==> src/rtl/imem_load_ctrl_if.sv <==
// Byte-stream and instruction-memory write-port bundle for imem_load_ctrl.
// The master side is the byte source / session host; the slave side is the controller.
interface imem_load_ctrl_if;
  logic        load_start;
  logic        byte_valid;
  logic [7:0]  byte_data;
  logic        byte_ready;
  logic        imem_we;
  logic [31:0] imem_waddr;
  logic [31:0] imem_wdata;
  logic        cpu_hold;
  logic        load_done;
  logic        load_err;

  modport master (
    output load_start,
    output byte_valid,
    output byte_data,
    input  byte_ready,
    input  imem_we,
    input  imem_waddr,
    input  imem_wdata,
    input  cpu_hold,
    input  load_done,
    input  load_err
  );

  modport slave (
    input  load_start,
    input  byte_valid,
    input  byte_data,
    output byte_ready,
    output imem_we,
    output imem_waddr,
    output imem_wdata,
    output cpu_hold,
    output load_done,
    output load_err
  );
endinterface

==> src/rtl/imem_load_ctrl.sv <==
// Instruction-memory loader: header byte N, then 4*N little-endian data bytes written as words.
// Define IMEM_LOAD_CHECKSUM_EN to expect a trailing XOR checksum byte after the last word.
module imem_load_ctrl #(
  parameter int unsigned DEPTH      = 32,
  parameter int unsigned START_ADDR = 0
) (
  input logic             clock,
  input logic             reset,
  imem_load_ctrl_if.slave bus
);

  localparam int unsigned CntW = $clog2(DEPTH + 1);

  typedef enum logic [2:0] {
    StIdle,
    StHdr,
    StBytes,
    StWrite,
    StCsum,
    StDone
  } state_e;

  state_e          state_q, state_d;
  logic [CntW-1:0] count_q, count_d;
  logic [CntW-1:0] word_idx_q, word_idx_d;
  logic [1:0]      byte_idx_q, byte_idx_d;
  logic [23:0]     word_q, word_d;
  logic [31:0]     waddr_q, waddr_d;
  logic [31:0]     wdata_q, wdata_d;
  logic            we_q, we_d;
  logic            ready_q, ready_d;
  logic            hold_q, hold_d;
  logic            done_q, done_d;
  logic            err_q, err_d;
`ifdef IMEM_LOAD_CHECKSUM_EN
  logic [7:0]      csum_q, csum_d;
`endif

  logic        xfer;
  logic [31:0] addr_sum;
  logic [31:0] addr_wrap;

  assign xfer = bus.byte_valid & ready_q;

  // START_ADDR and word_idx are both below DEPTH, so one subtraction wraps the sum.
  always_comb begin
    addr_sum  = START_ADDR + 32'(word_idx_q);
    addr_wrap = (addr_sum >= DEPTH) ? (addr_sum - DEPTH) : addr_sum;
  end

  always_comb begin
    state_d    = state_q;
    count_d    = count_q;
    word_idx_d = word_idx_q;
    byte_idx_d = byte_idx_q;
    word_d     = word_q;
    waddr_d    = waddr_q;
    wdata_d    = wdata_q;
    err_d      = err_q;
`ifdef IMEM_LOAD_CHECKSUM_EN
    csum_d     = csum_q;
`endif

    case (state_q)
      StIdle: begin
        if (bus.load_start) begin
          state_d    = StHdr;
          err_d      = 1'b0;
          word_idx_d = '0;
          byte_idx_d = 2'd0;
`ifdef IMEM_LOAD_CHECKSUM_EN
          csum_d     = 8'd0;
`endif
        end
      end

      StHdr: begin
        if (xfer) begin
          if ({24'd0, bus.byte_data} > DEPTH) begin
            err_d   = 1'b1;
            state_d = StDone;
          end else begin
            count_d = (bus.byte_data == 8'd0) ? CntW'(DEPTH) : CntW'(bus.byte_data);
            state_d = StBytes;
          end
        end
      end

      StBytes: begin
        if (xfer) begin
`ifdef IMEM_LOAD_CHECKSUM_EN
          csum_d     = csum_q ^ bus.byte_data;
`endif
          byte_idx_d = byte_idx_q + 2'd1;
          case (byte_idx_q)
            2'd0: word_d[7:0]   = bus.byte_data;
            2'd1: word_d[15:8]  = bus.byte_data;
            2'd2: word_d[23:16] = bus.byte_data;
            default: begin
              wdata_d = {bus.byte_data, word_q};
              waddr_d = addr_wrap;
              state_d = StWrite;
            end
          endcase
        end
      end

      StWrite: begin
        if (word_idx_q == count_q - CntW'(1)) begin
`ifdef IMEM_LOAD_CHECKSUM_EN
          state_d = StCsum;
`else
          state_d = StDone;
`endif
        end else begin
          word_idx_d = word_idx_q + CntW'(1);
          state_d    = StBytes;
        end
      end

`ifdef IMEM_LOAD_CHECKSUM_EN
      StCsum: begin
        if (xfer) begin
          if (bus.byte_data != csum_q) begin
            err_d = 1'b1;
          end
          state_d = StDone;
        end
      end
`endif

      StDone: begin
        state_d = StIdle;
      end

      default: begin
        state_d = StIdle;
      end
    endcase

    // Outputs are registered from the state being entered, so they line up with it.
    ready_d = (state_d == StHdr) || (state_d == StBytes) || (state_d == StCsum);
    hold_d  = (state_d == StHdr) || (state_d == StBytes) || (state_d == StWrite) ||
              (state_d == StCsum);
    we_d    = (state_d == StWrite);
    done_d  = (state_d == StDone);
  end

  always_ff @(posedge clock) begin
    if (reset) begin
      state_q    <= StIdle;
      count_q    <= '0;
      word_idx_q <= '0;
      byte_idx_q <= 2'd0;
      word_q     <= 24'd0;
      waddr_q    <= 32'd0;
      wdata_q    <= 32'd0;
      we_q       <= 1'b0;
      ready_q    <= 1'b0;
      hold_q     <= 1'b0;
      done_q     <= 1'b0;
      err_q      <= 1'b0;
`ifdef IMEM_LOAD_CHECKSUM_EN
      csum_q     <= 8'd0;
`endif
    end else begin
      state_q    <= state_d;
      count_q    <= count_d;
      word_idx_q <= word_idx_d;
      byte_idx_q <= byte_idx_d;
      word_q     <= word_d;
      waddr_q    <= waddr_d;
      wdata_q    <= wdata_d;
      we_q       <= we_d;
      ready_q    <= ready_d;
      hold_q     <= hold_d;
      done_q     <= done_d;
      err_q      <= err_d;
`ifdef IMEM_LOAD_CHECKSUM_EN
      csum_q     <= csum_d;
`endif
    end
  end

  assign bus.byte_ready = ready_q;
  assign bus.imem_we    = we_q;
  assign bus.imem_waddr = waddr_q;
  assign bus.imem_wdata = wdata_q;
  assign bus.cpu_hold   = hold_q;
  assign bus.load_done  = done_q;
  assign bus.load_err   = err_q;

endmodule

==> src/flat_wrapper.sv <==
// flat-port wrapper written by rule: the top's interface ports become plain ports
module imem_load_ctrl_flat 
#(
  parameter int unsigned DEPTH      = 32,
  parameter int unsigned START_ADDR = 0
)
  (clock, reset, bus_load_start, bus_byte_valid, bus_byte_data, bus_byte_ready, bus_imem_we, bus_imem_waddr, bus_imem_wdata, bus_cpu_hold, bus_load_done, bus_load_err);
  imem_load_ctrl_if bus_i ();
  input logic clock;
  input logic reset;
  input wire logic [$bits(bus_i.load_start)-1:0] bus_load_start;
  input wire logic [$bits(bus_i.byte_valid)-1:0] bus_byte_valid;
  input wire logic [$bits(bus_i.byte_data)-1:0] bus_byte_data;
  output wire logic [$bits(bus_i.byte_ready)-1:0] bus_byte_ready;
  output wire logic [$bits(bus_i.imem_we)-1:0] bus_imem_we;
  output wire logic [$bits(bus_i.imem_waddr)-1:0] bus_imem_waddr;
  output wire logic [$bits(bus_i.imem_wdata)-1:0] bus_imem_wdata;
  output wire logic [$bits(bus_i.cpu_hold)-1:0] bus_cpu_hold;
  output wire logic [$bits(bus_i.load_done)-1:0] bus_load_done;
  output wire logic [$bits(bus_i.load_err)-1:0] bus_load_err;
  assign bus_i.load_start = bus_load_start;
  assign bus_i.byte_valid = bus_byte_valid;
  assign bus_i.byte_data = bus_byte_data;
  assign bus_byte_ready = bus_i.byte_ready;
  assign bus_imem_we = bus_i.imem_we;
  assign bus_imem_waddr = bus_i.imem_waddr;
  assign bus_imem_wdata = bus_i.imem_wdata;
  assign bus_cpu_hold = bus_i.cpu_hold;
  assign bus_load_done = bus_i.load_done;
  assign bus_load_err = bus_i.load_err;
  imem_load_ctrl #(.DEPTH(DEPTH), .START_ADDR(START_ADDR)) u_core (.clock(clock), .reset(reset), .bus(bus_i));
endmodule
==> config.mk <==
export PLATFORM = sky130hd
export DESIGN_NAME = imem_load_ctrl_flat
export DESIGN_NICKNAME = d
export VERILOG_FILES = /design/src/rtl/imem_load_ctrl_if.sv /design/src/rtl/imem_load_ctrl.sv /design/src/flat_wrapper.sv
export SDC_FILE = /design/constraint.sdc
export NUM_CORES = 1
export LEC_CHECK = 0
export CAP_MARGIN = 15
export CORE_ASPECT_RATIO = 0.9
export CORE_MARGIN = 2
export CORE_UTILIZATION = 54
export DETAILED_ROUTE_END_ITERATION = 8
export PLACE_DENSITY = 0.9
export SYNTH_ARGS = -nofsm -noshare
export SYNTH_HDL_FRONTEND = slang
export SYNTH_SLANG_ARGS = --single-unit
==> constraint.sdc <==
create_clock -name clock -period 5.25 [get_ports clock]
set_input_delay 1.05 -clock clock [delete_from_list [all_inputs] [get_ports clock]]
set_output_delay 1.05 -clock clock [all_outputs]
set_load 0.005 [all_outputs]
; Yosys cells after proc, flatten, opt, wreduce, memory -nomap -nowiden
; Cells that the tools add are included.
[classes]
magnitude_cmp = 2
reduce_logical = 19
muxes = 19
eq_ne = 16
n_bitwise = 3
n_addsub = 4
[ops]
columns = operator, count
row1 = 32-bit two-way mux, 1
row2 = 3-bit AND reduction, 7
row3 = 3-bit two-way mux, 6
row4 = 6-bit two-way mux, 3
row5 = 3-bit by 2-bit equality test with 1-bit output (second input constant), 4
row6 = 3-bit case mux with 4 select lines, 1
row7 = 6-bit case mux with 2 select lines, 1
row8 = 8-bit by 6-bit > comparator with 1-bit output (second input constant), 1
row9 = 8-bit logical NOT, 1
row10 = 6-bit by 6-bit subtractor with 7-bit output (second input constant), 1
row11 = 6-bit by 1-bit adder with 6-bit output (second input constant), 1
row12 = 3-bit by 1-bit equality test with 1-bit output (second input constant), 2
row13 = 3-bit equality test (second input constant), 2
row14 = 6-bit equality test, 1
row15 = 6-bit >= comparator (second input constant), 1
row16 = 2-bit by 1-bit != test with 1-bit output (second input constant), 3
row17 = 2-bit nonzero test, 3
row18 = 6-bit by 1-bit subtractor with 6-bit output (second input constant), 1
row19 = 1-bit logical OR, 4
row20 = 2-bit two-way mux, 2
row21 = 2-bit != test (second input constant), 2
row22 = 2-bit case mux with 2 select lines, 1
row23 = 4-bit AND reduction, 1
row24 = 3-bit logical NOT, 1
row25 = other kinds (9), 12
[word_totals]
input_bits = 12
ff_bits = 110
output_inout_bits = 69
wordCells = 77

; Longest topological paths before layout
; Gate-level depths: netlist of the first run.
[depth]
word_depth = 9
mapped_depth = 9

; Worst setup path after synthesis of the first run
; No wires, ideal clock.
[synth_timing]
path_kind = input -> register
startpoint = input bus_byte_valid
endpoint = register u_core.wdata_q[19], in the netlist u_core.bus.imem_wdata[19]
stages = 7
setup_time_ns = 0.070
slack_ns = 2.862
n_path_buf = 2
arrival_ns = 2.318
t_required_ns = 5.180
cell_sequence = nand2_1 nor3_1 and2_1 clkbuf_1 buf_1 nand2_1 a21oi_1
[synth_between]
elab_chain_cells = 2
[synth_lines]
columns = item, line
row1 = start: declaration, flat_wrapper.sv:12  ; input wire logic [$bits(bus_i.byte_valid)-1:0] bus_byte_valid;
row2 = 1-bit AND, imem_load_ctrl.sv:43  ; assign xfer = bus.byte_valid & ready_q;
row3 = 3-bit AND reduction (no source line), -
row4 = end signal: assignment, imem_load_ctrl.sv:173  ; wdata_q <= wdata_d;
row5 = end: declaration, imem_load_ctrl.sv:29  ; logic [31:0] wdata_q, wdata_d;
; No other way between the ends.
; A chain may end at the register's enable or synchronous reset.

; Final worst setup path of the first run
[layout_timing]
startpoint = input bus_byte_valid
endpoint = register u_core.ready_q, in the netlist u_core.bus.byte_ready
[layout_between]
elab_chain_cells = 6
word_cells_on_any_way = 9
[layout_lines]
columns = item, line
row1 = 1-bit AND *, imem_load_ctrl.sv:43
row2 = "3-bit two-way mux, on equally long branches", "imem_load_ctrl.sv:90, imem_load_ctrl.sv:78"
row3 = 3-bit case mux with 4 select lines *, imem_load_ctrl.sv:64  ; case (state_q)
row4 = 3-bit by 1-bit equality test with 1-bit output or 3-bit by 2-bit equality test with 1-bit output (tied branches), imem_load_ctrl.sv:142  ; ready_d = (state_d == StHdr) || (state_d == StBytes) || (state_d == StCsum);
row5 = 1-bit logical OR, imem_load_ctrl.sv:142
row6 = 1-bit logical OR *, imem_load_ctrl.sv:142
row7 = end signal: assignment, imem_load_ctrl.sv:175  ; ready_q <= ready_d;
row8 = end: declaration, imem_load_ctrl.sv:31  ; logic ready_q, ready_d;
; Every way passes the cells marked *; elsewhere a longest branch is shown, timed or not.

==> results.tsv, run 1 <==
stage	metric	value	unit
sta	max_clock_freq	337.8	MHz
critical_path	cp_top_family	buffers and inverters	
synth	synth_top_family_by_area	simple AND/OR/NAND/NOR gates	
finish	seq_area	0.001682	mm²
place	placedCellCount	553	
die	die_width	89.16	µm
global_routing	gr-usage-all-layers	0.2345	
finish	mostFrequentLayoutCells	nand2_1 (109), dfxtp_1 (84), clkdlybuf4s50_1 (79)	
clock_network	clock_latency	0.36	ns
place	dpl.hpwl	5408	µm
global_routing	grt_overflow	0	
die	core_area	0.006216	mm²
critical_path	cp_slowest_cell	clkdlybuf4s50_1	
critical_path	critical_path.cell_chain	clkdlybuf4s50_1, nand2_1, nor3_2, buf_4, nand2_1, buf_16, nand3_1, nor2_2, a211oi_2	
clock_network	numCtsBuffers	9	
synth	synth_xor_area_frac	0.01491	
critical_path	cp_data_required_time	5.53	ns
synth	yosysWarnings	0	
route	drc	0	
sta	maxSlewViolCount	0	
synth	ys_ff_latch	84	
critical_path	cpMostUsedCell	nand2_1	
route	wl_per_cell	14.04	µm
synth	synth-edff-count	0	
synth	yosys.area_share.simple	0.2503	
synth	async_reset_ff_frac	0	
finish	nFillCells	520	
synth	synth-compound-area-share	0.1264	
sta	finalCritPeriodShare	0.5638	
finish	layout-drive-gt1-share	0.06625	
clock_network	cts.sinks	84	
run	max_cap_viol_count	0	
run_status	status	complete, no violations	
min_path	hold_depth	2	
synth	syn_nets	452	
die	num_rows	27	
clock_network	hold_buffers	0	
sta	period_needed	2.960	ns
finish	layout_commonest_cell	nand2_1	
die	floorplan.initialDensity	0.5670	
critical_path	startpoint_type	input port	
synth	syn_inst	433	
synth	avgSynthCellArea	8.140	µm²
sta	rsz0062_at_grt	no	
sta	hold_violations	0	
critical_path	crit_buf_inv	3	
critical_path	timing_worst_setup_path_type	in2reg	
route	detail-route-antenna-nets	0	
place	globalplace.congestion	0.8007	
clock_network	htree_levels	3	
synth	synthAdderAreaFrac	0.02485	
critical_path	reg2reg_depth	8	
place	port_buffers	80	
critical_path	crit_fanout	31	
synth	syn_area	0.003525	mm²
sta	worst_slew_pin_slew	0.6850	ns
clock_network	clk_path_buf_depth	2	
clock_network	cts_setup_buffers	0	
clock_network	cts_resized	0	
global_routing	antenna_found_initial	0	
sta	setup_slack	2.290	ns
clock_network	clkTransAtPathRegs	0.08	ns
finish	n_antenna_cell	0	
place	post_dp_cell_area	0.004164	mm²
clock_network	cts_root_buf	clkbuf_8	
critical_path	slowest_delay	0.48	ns
route	viasPerCell	5.486	
finish	layout.cells.non_filler	570	
pwr	p_leak	0.001414	µW
global_routing	grt_pass1_vias	2830	
synth	synthFlopType	dfxtp_1	
finish	fin_area	0.004367	mm²
die	dieArea	0.007190	mm²
pwr	p_per_area	252.0	mW/mm²
route	num_vias	3127	
min_path	min_path_type	reg2reg	
sta	skew	0.006839	ns
die	die-height	80.65	µm
finish	num-nets-final	497	
place	dpl_worst_slack	1.685	ns
route	firstDrtPassIters	5	
critical_path	worst-path-stages	9	
clock_network	cts_tree	yes	
sta	slew_headroom	0.5427	
sta	setup_tns	0	ns
pwr	peakVddDrop	0.0001776	V
global_routing	grt_max_degree	52	
critical_path	crit_path_end_kind	register	
synth	yosysSeqAreaShare	0.4771	
finish	syn_to_final_growth	23.89	%
synth	muxShareOfSynthArea	0.01704	
route	drtIter0Drc	185	
sta	setup_viol	0	
die	ios	81	
global_routing	grt_pass1_wl	13040	µm
route	drt-total-wl	8002	µm
synth	synth_cell_types	43	
finish	multi_input_area	0.001533	mm²
critical_path	crit_arrival	3.24	ns
power breakdown:
group	total [µW]	internal [µW]	leakage [µW]	switching [µW]
registers	642	639	0.000677	3.05
clock network	413	174	0.0000860	240
logic	44.5	16.7	0.000650	27.8
final cells by class:
type / count / area share
Clock buffer: 9 / 0.02837
Clock inverter: 7 / 0.01175
Inverter: 6 / 0.005158
Multi-Input combinational cell: 293 / 0.3510
Sequential cell: 84 / 0.3851
Tap cell: 87 / 0.02493
Timing Repair Buffer: 84 / 0.1937
worst reg2reg max path: cells and delay by family, from the launching register on:
kind	cells	cell delay, ns
compound gates	2	0.37
fa+ha+maj	1	0.18
buf+inv	1	0.07
flops	1	0.36
simple gates	4	1.25
logic make-up after synthesis:
family | count (synthesis)
buf+inv | 56
mux | 6
xor+xnor | 6
fa+ha+maj | 7
flops | 84
simple gates | 190
compound gates | 84
layer usage:
layer	vias to the layer above	track usage	part of all wire
met5	-	0	0
met4	0	0.06418	0.018
met3	18	0.07708	0.085
met2	128	0.3881	0.46
met1	1470	0.2910	0.44
li1	1511	-	-
Yosys cell counts (6+ instances only):
library cell | count | share of area
ha_1 | 7 | 0.025
clkbuf_1 | 21 | 0.022
nor2_1 | 19 | 0.020
buf_4 | 26 | 0.055
dfxtp_1 | 84 | 0.48
inv_1 | 6 | 0.0064
or3_1 | 7 | 0.012
a21oi_1 | 72 | 0.10
nand2_1 | 109 | 0.12
mux2i_1 | 6 | 0.017
nand3_1 | 27 | 0.038
state kept, by name, summed over array words and instances, names as in the netlist:
register               count
u_core.bus.imem_wdata     32
u_core.count_q             6
u_core.bus.imem_we         1
u_core.word_idx_q          6
u_core.bus.load_done       1
u_core.byte_idx_q          2
u_core.state_q             3
u_core.bus.cpu_hold        1
u_core.bus.byte_ready      1
u_core.word_q             24
u_core.bus.load_err        1
u_core.bus.imem_waddr      6
final timing paths:
kind / startpoint / endpoint / slack, ns
worst min register to register: u_core.word_q[6] / u_core.bus.imem_wdata[6] / 0.45
worst max-delay path: bus_byte_valid / u_core.bus.byte_ready / 2.29
worst max register to register: u_core.count_q[0] / u_core.bus.byte_ready / 2.89
worst min-delay path: u_core.word_q[6] / u_core.bus.imem_wdata[6] / 0.45
per-stage QoR:
| step | hold slack (ns) | util | power, µW |
|---|---|---|---|
| finish | 0.4533 | 0.7025 | 1100 |
| global route | 0.4794 | 0.7025 | 1140 |
| CTS | 0.4511 | 0.6981 | 1106 |
| detailed placement | 0.4464 | 0.6699 | 701.0 |
| global placement | 0.4412 | 0.6699 | 699.4 |
| floorplan | 0.4321 | - | 677.4 |
Power figures use the tool's default switching activity.
==> run 2: changes to the inputs <==
--- a/config.mk
+++ b/config.mk
@@ -8,9 +8,9 @@
 export CAP_MARGIN = 15
 export CORE_ASPECT_RATIO = 0.9
 export CORE_MARGIN = 2
-export CORE_UTILIZATION = 54
+export CORE_UTILIZATION = 45
 export DETAILED_ROUTE_END_ITERATION = 8
-export PLACE_DENSITY = 0.9
+export PLACE_DENSITY = 0.81
 export SYNTH_ARGS = -nofsm -noshare
 export SYNTH_HDL_FRONTEND = slang
 export SYNTH_SLANG_ARGS = --single-unit
==> constraint.sdc (replaced) <==
create_clock -name clock -period 2.45 [get_ports clock]
set_input_delay 0.49 -clock clock [delete_from_list [all_inputs] [get_ports clock]]
set_output_delay 0.49 -clock clock [all_outputs]
set_load 0.005 [all_outputs]
==> results.tsv, run 2 (same netlist as run 1, synthesis figures left out) <==
stage	metric	value	unit
route	num_vias	3125	
run_status	status	complete, no violations	
critical_path	crit_path_end_kind	register	
critical_path	reg2reg_depth	8	
route	viasPerCell	5.279	
finish	fin_area	0.004533	mm²
place	port_buffers	80	
finish	n_antenna_cell	0	
critical_path	cp_slowest_cell	or3b_2	
critical_path	timing_worst_setup_path_type	reg2reg	
sta	slew_headroom	0.5336	
critical_path	regToRegSetupSlack	0.16	ns
min_path	min_path_type	reg2reg	
die	die_width	97.29	µm
global_routing	grt_overflow	0	
route	drtIter0Drc	200	
die	num_rows	30	
route	firstDrtPassIters	6	
pwr	p_per_area	585.4	mW/mm²
critical_path	crit_fanout	13	
pwr	p_leak	0.001502	µW
global_routing	grt_pass1_wl	13390	µm
global_routing	grt_pass1_vias	2792	
sta	rsz0062_at_grt	no	
sta	finalCritPeriodShare	0.9337	
critical_path	crit_start	u_core.count_q[0]	
finish	syn_to_final_growth	28.61	%
place	globalplace.congestion	0.7876	
sta	setup_viol	0	
critical_path	slowest_delay	0.45	ns
clock_network	clk_path_buf_depth	2	
finish	mostFrequentLayoutCells	nand2_1 (109), dfxtp_1 (83), clkdlybuf4s50_1 (79)	
route	wl_per_cell	13.72	µm
sta	worst_slew_pin_slew	0.6996	ns
route	drt-total-wl	8124	µm
sta	setup_tns	0	ns
finish	layout-drive-gt1-share	0.09073	
clock_network	htree_levels	3	
sta	maxSlewViolCount	0	
critical_path	critical_path.cell_chain	inv_1, ha_1, or3b_2, a211o_1, nor4_2, and3_4, or3_1, a21oi_1	
clock_network	clkTransAtPathRegs	0.08	ns
clock_network	cts.sinks	84	
run	max_cap_viol_count	0	
global_routing	gr-usage-all-layers	0.1960	
place	placedCellCount	576	
critical_path	startpoint_type	register	
clock_network	hold_buffers	0	
route	drc	0	
global_routing	antenna_found_initial	0	
clock_network	cts_root_buf	clkbuf_8	
die	die-height	87.96	µm
die	ios	81	
sta	skew	0.008055	ns
clock_network	cts_tree	yes	
global_routing	grt_max_degree	39	
finish	num-nets-final	510	
sta	max_clock_freq	437.2	MHz
critical_path	cp_data_required_time	2.68	ns
pwr	peakVddDrop	0.0003142	V
finish	largest_reg_flops	32	
critical_path	rr_endpoint	u_core.bus.cpu_hold	
die	core_area	0.007582	mm²
finish	layout.cells.non_filler	592	
die	dieArea	0.008558	mm²
place	post_dp_cell_area	0.004293	mm²
sta	hold_violations	0	
clock_network	clock_latency	0.35	ns
finish	layout_commonest_cell	nand2_1	
critical_path	crit_arrival	2.52	ns
clock_network	numCtsBuffers	9	
place	dpl.hpwl	5873	µm
critical_path	reg2reg_from	u_core.count_q[0]	
route	detail-route-antenna-nets	0	
sta	period_needed	2.287	ns
die	floorplan.initialDensity	0.4649	
critical_path	cp-endpoint	u_core.bus.cpu_hold	
## run 2: metrics by stage
stage / worst slack (ns) / util / hold slack (ns) / power (µW)
floorplan: 0.3464 / - / 0.4321 / 1452
detailed placement: 0.03525 / 0.5662 / 0.4481 / 1512
global placement: 0.07231 / 0.5662 / 0.4449 / 1511
finish: 0.1625 / 0.5979 / 0.4575 / 2654
CTS: 0.1192 / 0.5977 / 0.4596 / 2671
global route: 0.004419 / 0.5979 / 0.4746 / 2746
## run 2: where the power goes
group	switching [µW]	internal, µW	total (µW)
Clock	493	679	1170
Combinational	60.7	45.2	106
Sequential	5.84	1370	1380
Total	560	2090	2650
## run 2: final cells by class
type                       count  area, µm²
clock buffer                  10      127.6
clock inverter                 6      111.4
fill                         677       3049
inverter                       6      22.52
multi-input combinational    293       1533
sequential                    84       1683
tap                           96      120.1
timing repair buffer          97      935.9
## run 2: worst min-delay path by stage
stage                              start                         to  slack (ns)  cells past startpoint
3_3_place_gp    u_core.bus.imem_waddr[2]   u_core.bus.imem_waddr[2]        0.44                      2
6_report       u_core.bus.imem_wdata[19]  u_core.bus.imem_wdata[19]        0.46                      2
5_1_grt        u_core.bus.imem_wdata[17]  u_core.bus.imem_wdata[17]        0.47                      2
2_1_floorplan           u_core.word_q[0]   u_core.bus.imem_wdata[0]        0.43                      2
3_5_place_dp   u_core.bus.imem_wdata[19]  u_core.bus.imem_wdata[19]        0.45                      2
4_1_cts         u_core.bus.imem_waddr[0]   u_core.bus.imem_waddr[0]        0.46                      2
## run 2: layer usage
| layer | track usage | part of all wire | up-vias |
|---|---|---|---|
| met5 | 0 | 0 | - |
| met4 | 0.07828 | 0.016 | 0 |
| li1 | - | - | 1539 |
| met3 | 0.05347 | 0.074 | 10 |
| met2 | 0.3138 | 0.46 | 127 |
| met1 | 0.2557 | 0.45 | 1449 |
## run 2: worst max-delay path: cells and delay by family (launching register included)
| family | cells | cell delay [ns] |
|---|---|---|
| AND/OR/NAND/NOR | 4 | 1.19 |
| AO/OA/AOI/OAI | 2 | 0.38 |
| flip-flops | 1 | 0.35 |
| adder cells (fa/ha/maj) | 1 | 0.18 |
| buffers and inverters | 1 | 0.07 |
## run 2: what timing repair did
item	in CTS	in global routing
endpoints found under the hold margin	0	0
buffers inserted	0	0
endpoints found under the setup margin	0	20
gates resized for setup	0	1
==> run 3: changes to the inputs <==
--- a/config.mk
+++ b/config.mk
@@ -11,6 +11,7 @@
 export CORE_UTILIZATION = 45
 export DETAILED_ROUTE_END_ITERATION = 8
 export PLACE_DENSITY = 0.81
+export SLEW_MARGIN = 20
 export SYNTH_ARGS = -nofsm -noshare
 export SYNTH_HDL_FRONTEND = slang
 export SYNTH_SLANG_ARGS = --single-unit
==> results of run 3 <==
The final DEF is identical to that of run 2; final timing and power are the same.
